**config.mk**
```make
export PLATFORM = sky130hd
export DESIGN_NAME = quad_step_decoder
export DESIGN_NICKNAME = d
export VERILOG_FILES = /design/src/rtl/quad_step_decoder.sv
export SDC_FILE = /design/constraint.sdc
export NUM_CORES = 1
export LEC_CHECK = 0
export BUFFER_PORTS_ARGS = -buffer_cell sky130_fd_sc_hd__buf_2
export CAP_MARGIN = 20
export CORE_ASPECT_RATIO = 0.6
export CORE_MARGIN = 2
export CORE_UTILIZATION = 45
export CTS_CLUSTER_DIAMETER = 120
export DETAILED_ROUTE_END_ITERATION = 12
export PLACE_DENSITY_LB_ADDON = 0.05
export SYNTH_ARGS = -nofsm -noshare
export SYNTH_HDL_FRONTEND = slang
export SYNTH_SLANG_ARGS = --single-unit
```
**constraint.sdc**
```tcl
create_clock -name clk -period 3.64 [get_ports clk]
set_input_delay 0.182 -clock clk [delete_from_list [all_inputs] [get_ports clk]]
set_output_delay 0.182 -clock clk [all_outputs]
set_load 0.05 [all_outputs]
```
**src/rtl/quad_step_decoder.sv**
```systemverilog
// Quadrature A/B front-end: two-flop synchronisers, per-phase glitch filters and an
// x4 Gray-code decoder producing registered inc/dec/err pulses plus a saturating error count.
module quad_step_decoder #(
  parameter int FILT = 3,
  parameter int ERRW = 8
) (
  input  logic            clk,
  input  logic            rst,
  input  logic            a_in,
  input  logic            b_in,
  input  logic            en,
  output logic            inc,
  output logic            dec,
  output logic            err,
  output logic            dir,
  output logic [ERRW-1:0] err_cnt
);

  localparam logic [3:0] FILT_LAST = 4'(FILT - 1);

  logic       a_meta_r, b_meta_r;
  logic       a_s, b_s;
  logic       a_f, b_f;
  logic [3:0] a_cnt_r, b_cnt_r;
  logic [1:0] ab_prev_r;

  logic [4:0] a_filt_nxt_s, b_filt_nxt_s;
  logic [1:0] step_s;
  logic       fwd_s, rev_s, ill_s, cnt_sat_s;

  // One filter step: returns {next filtered value, next disagreement count}.
  function automatic logic [4:0] filt_step(input logic s, input logic f, input logic [3:0] cnt);
    logic [4:0] r;
    if (s == f) begin
      r = {f, 4'd0};
    end else if (cnt == FILT_LAST) begin
      r = {s, 4'd0};
    end else begin
      r = {f, cnt + 4'd1};
    end
    return r;
  endfunction

  // Position of an AB pair along the forward cycle 00->01->11->10.
  function automatic logic [1:0] gray_pos(input logic [1:0] ab);
    logic [1:0] p;
    case (ab)
      2'b00:   p = 2'd0;
      2'b01:   p = 2'd1;
      2'b11:   p = 2'd2;
      2'b10:   p = 2'd3;
      default: p = 2'd0;
    endcase
    return p;
  endfunction

  // Two-stage synchronisers for both phases.
  always_ff @(posedge clk or posedge rst) begin
    if (rst) begin
      a_meta_r <= 1'b0;
      b_meta_r <= 1'b0;
      a_s      <= 1'b0;
      b_s      <= 1'b0;
    end else begin
      a_meta_r <= a_in;
      b_meta_r <= b_in;
      a_s      <= a_meta_r;
      b_s      <= b_meta_r;
    end
  end

  // Filter next-state for both phases.
  always_comb begin
    a_filt_nxt_s = filt_step(a_s, a_f, a_cnt_r);
    b_filt_nxt_s = filt_step(b_s, b_f, b_cnt_r);
  end

  // Filtered phases, their counters and the previous filtered pair.
  always_ff @(posedge clk or posedge rst) begin
    if (rst) begin
      a_f       <= 1'b0;
      b_f       <= 1'b0;
      a_cnt_r   <= 4'd0;
      b_cnt_r   <= 4'd0;
      ab_prev_r <= 2'b00;
    end else begin
      a_f       <= a_filt_nxt_s[4];
      a_cnt_r   <= a_filt_nxt_s[3:0];
      b_f       <= b_filt_nxt_s[4];
      b_cnt_r   <= b_filt_nxt_s[3:0];
      ab_prev_r <= {a_f, b_f};
    end
  end

  // Classify the move between previous and current filtered pair; a distance of two is illegal.
  always_comb begin
    step_s    = gray_pos({a_f, b_f}) - gray_pos(ab_prev_r);
    fwd_s     = 1'b0;
    rev_s     = 1'b0;
    ill_s     = 1'b0;
    cnt_sat_s = (err_cnt == {ERRW{1'b1}});
    case (step_s)
      2'd1:    fwd_s = 1'b1;
      2'd3:    rev_s = 1'b1;
      2'd2:    ill_s = 1'b1;
      default: begin
        fwd_s = 1'b0;
        rev_s = 1'b0;
        ill_s = 1'b0;
      end
    endcase
  end

  // Registered pulses, direction and saturating error count, all gated by en.
  always_ff @(posedge clk or posedge rst) begin
    if (rst) begin
      inc     <= 1'b0;
      dec     <= 1'b0;
      err     <= 1'b0;
      dir     <= 1'b0;
      err_cnt <= {ERRW{1'b0}};
    end else begin
      inc <= en & fwd_s;
      dec <= en & rev_s;
      err <= en & ill_s;
      if (en && fwd_s) begin
        dir <= 1'b1;
      end else if (en && rev_s) begin
        dir <= 1'b0;
      end else begin
        dir <= dir;
      end
      if (en && ill_s && !cnt_sat_s) begin
        err_cnt <= err_cnt + ERRW'(1);
      end else begin
        err_cnt <= err_cnt;
      end
    end
  end

endmodule

```
# --- After elaboration in Yosys (flattened, before gate mapping) ---
# Cells that the tools add are included.
totals:
  elab_cells: 58
  inputBits: 5
  register_bits: 28
op_classes:
  n_mux: 11
  bitwise_logic: 5
  eq_ne: 14
  add_sub_neg: 4
  n_reduce_logical: 10
op_table:
  columns: ["op", "count"]
  rows:
  - ["$mux W4", 4]
  - ["$pmux W2 S4", 2]
  - ["$eq A2 B2 Y1 const B", 6]
  - ["$add A4 B1 Y4 const B", 2]
  - ["$add A8 B1 Y8 const B", 1]
  - ["$eq A4 B2 Y1 const B", 2]
  - ["$eq A8 B8 Y1 const B", 1]
  - ["$eq A2 B1 Y1 const B", 3]
  - ["$mux W1", 5]
  - ["$logic_and A1 B1 Y1", 4]
  - ["$logic_not A2 Y1", 2]
  - ["$reduce_and A2 Y1", 2]
  - ["$and A1 B1 Y1", 3]
  - ["$eq A1 B1 Y1", 2]
  - ["$not A1 Y1", 2]
  - ["$reduce_bool A2 Y1", 1]
  - ["$sub A2 B2 Y2", 1]
  - ["$logic_not A1 Y1", 1]

# --- Logic depth before layout (Yosys ltp) ---
# Gate-level depths: netlist (run 1).
depth:
  ltp_word: 8
  depth_mapped: 8

# --- Worst setup path after synthesis (run 1) ---
# Ideal clock, no wire load.
synth_timing:
  path_type: "flip-flop to flip-flop"
  start: "register a_f"
  end: "register err_cnt[1]"
  path_buffers: 0
  t_arrival_ns: 1.757
  required_ns: 3.515
  stages_incl_launch_ff: 8
  setup_slack_ns: 1.758
  cell_sequence: "dfrtp_1 inv_1 ha_1 inv_1 ha_1 nand2_1 nor3_4 mux2_2"
synth_via:
  elab_chain_len: 7
  word_cells_on_any_way: 10
  classes_between: "add/sub (1); eq/ne (4); mux (2); reduce/logical (3)"
synth_lines:
  columns: ["item", "line", "text"]
  rows:
  - ["start, declared", "23", "logic a_f, b_f;"]
  - ["start signal, assigned", "87", "a_f <= a_filt_nxt_s[4];"]
  - ["$eq A2 B2 Y1 (tied with other cells)", "47", "case (ab)"]
  - ["$pmux W2 S4 (*)", "47", null]
  - ["$sub A2 B2 Y2 (*)", "97", "step_s = gray_pos({a_f, b_f}) - gray_pos(ab_prev_r);"]
  - ["$eq A2 B2 Y1 (*)", "102", "case (step_s)"]
  - ["$mux W1 (*)", "102", null]
  - ["$logic_and A1 B1 Y1 (*) (2 in series)", "133", "if (en && ill_s && !cnt_sat_s) begin"]
  - ["end signal, assigned", "121", "err_cnt <= {ERRW{1'b0}};"]
  - ["end signal, assigned", "134", "err_cnt <= err_cnt + ERRW'(1);"]
  - ["end signal, assigned", "136", "err_cnt <= err_cnt;"]
  - ["end, declared", "16", "output logic [ERRW-1:0] err_cnt"]
# Every way passes the cells marked *; elsewhere a longest branch is shown, timed or not.
# A chain may end at the register's enable or synchronous reset.

# --- Worst setup path after layout (run 1) ---
# Ends and elaborated chain as after synthesis.

==> results.cfg, run 1 <==
[clocking]
clk_latency_ps = 270
cts.clk_slew.worst_paths_ps = 80
post-cts-setup-buffers = 0
cts_tree = built
cts_resized = 0
cts_sinks = 28
cts_max_path_buffers = 2
cts-root-buf = clkbuf_8
h-tree-depth = 1
hold_buffers = 0
cts_buffers = 3

[worst_setup_path]
cp_cell_sequence = inv_1 -> ha_1 -> inv_1 -> ha_1 -> nand2_1 -> nor3_4 -> mux2_2
path_class = flop to flop
r2r-end = err_cnt[1]$_DFFE_PP0P_
cp-start-kind = flop
ff2ff_path_depth = 7
critPathBufInv = 2
cp_max_fo = 6
cp.required_ps = 3790
max_stage_delay_ps = 460
regToRegSetupSlack_ps = 1520
end_kind = flop
reg2reg_from = a_f$_DFFE_PP0P_
worst_path_max_delay_cell = dfrtp_1
worstPathArrival_ps = 2270
critPathTopFamily = adder cells

[yosys]
ys_types = 24
synth_warnings = 0
synth_area_sq_um = 1346
ys_ff_latch = 28
synthCells = 109
ys_seq_area_share_pct = 52.04
synth_fp_nets = 126
postSynthAreaPerCell_sq_um = 12.35

[worst_hold_path]
holdPathStages = 1
hold_class = primary input to flop
holdPathEnd = b_meta_r$_DFF_PP0_
hp-start = b_in

[layout]
synthToLayoutAreaGrowth_pct = 17.47
nets = 150
fin_cells = 174
nFillCells = 246
layout_common_cells = dfrtp_1, buf_2, nor2_1
final_cell_area_sq_um = 1582
antenna_cells = 0
layout-drive-gt1-share_pct = 25.00
layout_commonest_cell = dfrtp_1

[place]
place_inst = 167
io_buffers = 16
place_area_sq_um = 1479
globalplace.congestion = 0.7755
dpl.hpwl_um = 1506
pre_cts_slack_ps = 1569

[detailed_routing]
routed-via-count = 815
routed_wl_um = 2037
firstDrtPassIters = 4
drc = 0
ant_nets = 0
first_iter_violations = 32
via_per_inst = 4.684
wl_per_cell_um = 11.71

[timing]
finalHoldViolCount = 0
setup_tns_ps = 0
period_minus_slack_ps = 2119
rsz0062_at_grt = false
fin_crit_sh_pct = 58.23
max-slew-margin-rel_pct = 73.46
slew_viol_final = 0
finalSetupViolCount = 0
worst_slack_ps = 1521
finClkSkew_ps = 7.743
worst_pin_slew_ps = 398.1
fmax_mhz = 471.8

[floorplanning]
initial_core_util_pct = 47.19
fp.dieH_um = 46.37
io_pins = 17
placementRows = 15
die_x_um = 74.62
coreArea_sq_um = 2853
die_area_sq_um = 3460

[power]
peakVddDrop_v = 0.0003692
p_per_area_nw_per_um2 = 891.9
p_leak_nw = 0.8076

[global_routing]
grt_max_degree = 29
track_usage_pct = 14.08
grt_pass1_vias = 784
grt-ovfl-total = 0
antenna_found_initial = 0
grt_pass1_wl_um = 3519

[status]
status = finished, final reports clean

[flow_run]
drv_cap = 0
==> state kept, by name, indices dropped and copies added (netlist names) <==
register,flops
a_f,1
a_cnt_r,4
b_meta_r,1
b_f,1
err_cnt,8
dec,1
err,1
b_s,1
dir,1
ab_prev_r,2
inc,1
a_meta_r,1
b_cnt_r,4
a_s,1
==> per-layer routing <==
metal  GRT usage, %  part of all wire, %  vias up  routed length [um]
li1               -                    -      399                   -
met1          18.77                   53      397                1087
met2          21.95                   41       17                 845
met3          5.470                  4.7        2                  95
met4          3.214                 0.39        0                   8
met5              0                    0        -                   0
==> through the flow <==
| stage | power (mW) | hold WS, ps | utilization, % |
|---|---|---|---|
| global placement | 1.214 | 290.4 | 51.84 |
| finish | 1.411 | 21.23 | 55.44 |
| global route | 1.527 | 4.274 | 55.44 |
| CTS | 1.427 | 8.077 | 53.77 |
| detailed placement | 1.228 | 294.9 | 51.84 |
| floorplan | 1.083 | 213.4 | - |
==> cell type report <==
type                            count  area [sq um]  area share (%)
Timing Repair Buffer               19         127.6           8.070
Multi-Input combinational cell     71         608.1           38.45
Tap cell                           42         52.55           3.323
Clock buffer                        4         55.05           3.481
Inverter                           10         37.54           2.373
Sequential cell                    28         700.7           44.30
==> worst max path at each step <==
stage / to / cells after the start / slack (ps) / startpoint
floorplan: err_cnt[1]$_DFFE_PP0P_ / 7 / 1760 / a_f$_DFFE_PP0P_
global placement: err_cnt[1]$_DFFE_PP0P_ / 7 / 1660 / a_f$_DFFE_PP0P_
global route: err_cnt[1]$_DFFE_PP0P_ / 7 / 1400 / a_f$_DFFE_PP0P_
detailed placement: err_cnt[1]$_DFFE_PP0P_ / 7 / 1570 / a_f$_DFFE_PP0P_
finish: err_cnt[1]$_DFFE_PP0P_ / 7 / 1520 / a_f$_DFFE_PP0P_
CTS: err_cnt[1]$_DFFE_PP0P_ / 7 / 1520 / a_f$_DFFE_PP0P_
==> kinds of logic (layout without fill, tap and decap cells) <==
family | count (synthesis) | after routing | synth area share (%)
adders and majority gates | 12 | 12 | 11.15
muxes | 4 | 4 | 3.253
and+or+nand+nor | 37 | 37 | 15.61
AOI/OAI and AO/OA | 4 | 4 | 4.648
DFF | 28 | 28 | 52.04
xor gates and xnor gates | 14 | 14 | 10.50
buffers and inverters | 10 | 33 | 2.788
==> Yosys cell counts <==
| cell | instances | area (sq um) |
|---|---|---|
| nor3b_1 | 1 | 7.510 |
| a2bb2oi_1 | 1 | 8.760 |
| and2_1 | 1 | 6.260 |
| and3_1 | 1 | 6.260 |
| and3b_1 | 1 | 8.760 |
| mux2_2 | 3 | 33.78 |
| ha_1 | 12 | 150.1 |
| nor4_2 | 2 | 25.02 |
| o21bai_4 | 2 | 37.54 |
| nand3_1 | 5 | 25.02 |
| nand2b_1 | 1 | 6.260 |
| o311ai_2 | 1 | 16.27 |
| inv_1 | 10 | 37.54 |
| nor3_1 | 1 | 5.000 |
| xor2_1 | 10 | 87.58 |
| xnor2_4 | 1 | 27.53 |
| nor2_1 | 13 | 48.80 |
| xnor2_1 | 3 | 26.28 |
| nand2_1 | 8 | 30.03 |
| nor4b_2 | 1 | 15.01 |
| mux2i_1 | 1 | 10.01 |
| nor3_4 | 1 | 16.27 |
| nor3_2 | 1 | 10.01 |
| dfrtp_1 | 28 | 700.7 |
==> power breakdown <==
group / internal (mW) / leakage (nW) / switching (mW)
logic: 0.289 / 0.421 / 0.455
registers: 0.399 / 0.358 / 0.0804
clock network: 0.0967 / 0.0288 / 0.0907
(Power assumes the default switching activity.)
==> inputs of run 2 (changes only) <==
Clock period 3.64 ns to 1.9 ns, I/O delays scaled along.
==> results.cfg, run 2 (same netlist as run 1, synthesis figures left out) <==
[status]
status = finished, final reports clean

[timing]
fmax_mhz = 552.5
finClkSkew_ps = 10.56
worst_pin_slew_ps = 683.1
finalHoldViolCount = 0
setup_tns_ps = 0
finalSetupViolCount = 0
fin_crit_sh_pct = 95.26
max-slew-margin-rel_pct = 54.41
worst_slack_ps = 90.14
period_minus_slack_ps = 1810
slew_viol_final = 0

[worst_setup_path]
worstPathArrival_ps = 2010
regToRegSetupSlack_ps = 90
cp_max_fo = 4
ff2ff_path_depth = 7
cp-start-kind = flop
cp.required_ps = 2100
path_class = flop to flop
reg2reg_from = ab_prev_r[0]$_DFF_PP0_
r2r-end = err_cnt[7]$_DFFE_PP0P_
end_kind = flop

[detailed_routing]
via_per_inst = 4.522
drc = 0
ant_nets = 0
wl_met1_um = 1223
first_iter_violations = 15
firstDrtPassIters = 4
route.met2.wl_um = 846
wl_met3_um = 91
routed-via-count = 823
top_layer = met4
routed_wl_um = 2173
wl_per_cell_um = 11.94

[power]
p_per_area_nw_per_um2 = 1813
p_leak_nw = 0.8466
total_power_mw = 3.045
peakVddDrop_v = 0.0008766

[global_routing]
grt_pass1_vias = 775
grt-ovfl-total = 0
grt_max_degree = 19
antenna_found_initial = 0
grt_pass1_wl_um = 3560
track_usage_pct = 14.36

[clocking]
cts-root-buf = clkbuf_8
cts.clk_slew.worst_paths_ps = 90
cts_max_path_buffers = 2
clk_latency_ps = 270
cts_tree = built
cts_buffers = 3
cts_sinks = 28
h-tree-depth = 1

[layout]
fin_cells = 182
nets = 159
antenna_cells = 0
layout_commonest_cell = dfrtp_1
reg_top3 = err_cnt (8), a_cnt_r (4), b_cnt_r (4)
regMostFlops = err_cnt
layout-drive-gt1-share_pct = 32.14
largest_reg_flops = 8
layout_common_cells = dfrtp_1, buf_2, nor2_1
synthToLayoutAreaGrowth_pct = 24.72

[worst_hold_path]
hp-start = en
holdPathStages = 2
holdPathEnd = dec$_DFF_PP0_
hold_class = primary input to flop

[floorplanning]
placementRows = 15
initial_core_util_pct = 47.19
die_area_sq_um = 3460
io_pins = 17
coreArea_sq_um = 2853
fp.dieH_um = 46.37
die_x_um = 74.62

[flow_run]
drv_cap = 0

[place]
place_inst = 175
io_buffers = 16
pre_cts_slack_ps = 22.58
globalplace.congestion = 0.8012
dpl.hpwl_um = 1640
## run 2: cell types whose count changed in the layout (fill, tap and decap cells not counted), sizes merged
cell,change
clkbuf,-1
dlygate4sd3,+1
buf,+8
## run 2: repair_timing
item / CTS / global route
gates resized for setup: 0 / 9
endpoints found under the setup margin: 0 / 5
hold buffers: 3 / 0
setup buffers: 0 / 1
endpoints found under the hold margin: 18 / 0
## run 2: area by class of cell
class,count,area [sq um]
clock buffers,3,41.29
multi-input cells,71,665.6
fillers,257,1174
repair buffers,28,181.4
inverters,10,37.54
well taps,42,52.55
flip-flops and latches,28,700.7
## run 2: how the worst max path moves through the flow
stage / from / endpoint / slack (ps) / cells after the start
after detailed placement: ab_prev_r[0]$_DFF_PP0_ / err_cnt[7]$_DFFE_PP0P_ / 20 / 7
after global routing: a_f$_DFFE_PP0P_ / err_cnt[6]$_DFFE_PP0P_ / -5 / 7
after CTS: ab_prev_r[0]$_DFF_PP0_ / err_cnt[4]$_DFFE_PP0P_ / 7 / 7
after global placement: ab_prev_r[0]$_DFF_PP0_ / err_cnt[7]$_DFFE_PP0P_ / 80 / 7
final: ab_prev_r[0]$_DFF_PP0_ / err_cnt[7]$_DFFE_PP0P_ / 90 / 7
after floorplan: a_f$_DFFE_PP0P_ / err_cnt[1]$_DFFE_PP0P_ / 20 / 7
## run 2: metal layers
metal	GRT usage (%)	vias up
li1	-	415
met1	21.82	390
met2	19.29	16
met3	5.252	2
met4	3.214	0
met5	0	-
## run 2: metrics by stage
step,hold slack [ps],cell area (sq um),utilization (%)
floorplan,126.4,1346,-
global placement,203.2,1539,53.95
detailed placement,208.0,1539,53.95
CTS,106.1,1610,56.45
global route,127.5,1679,58.86
finish,131.6,1679,58.86
## run 2: where the power goes
part           internal, mW  switching [mW]  leakage [nW]
registers             0.764           0.132         0.358
clock network         0.142           0.173        0.0216
logic                 0.811            1.02         0.467
total                  1.72            1.33         0.847
## run 2: worst max-delay path, stage by stage, from the launching register on
cell      delay, ps
dfrtp_1         390
inv_1           130
ha_4            230
ha_4            280
and2_4          150
o311ai_4        100
nor4b_2         310
xor2_1          170
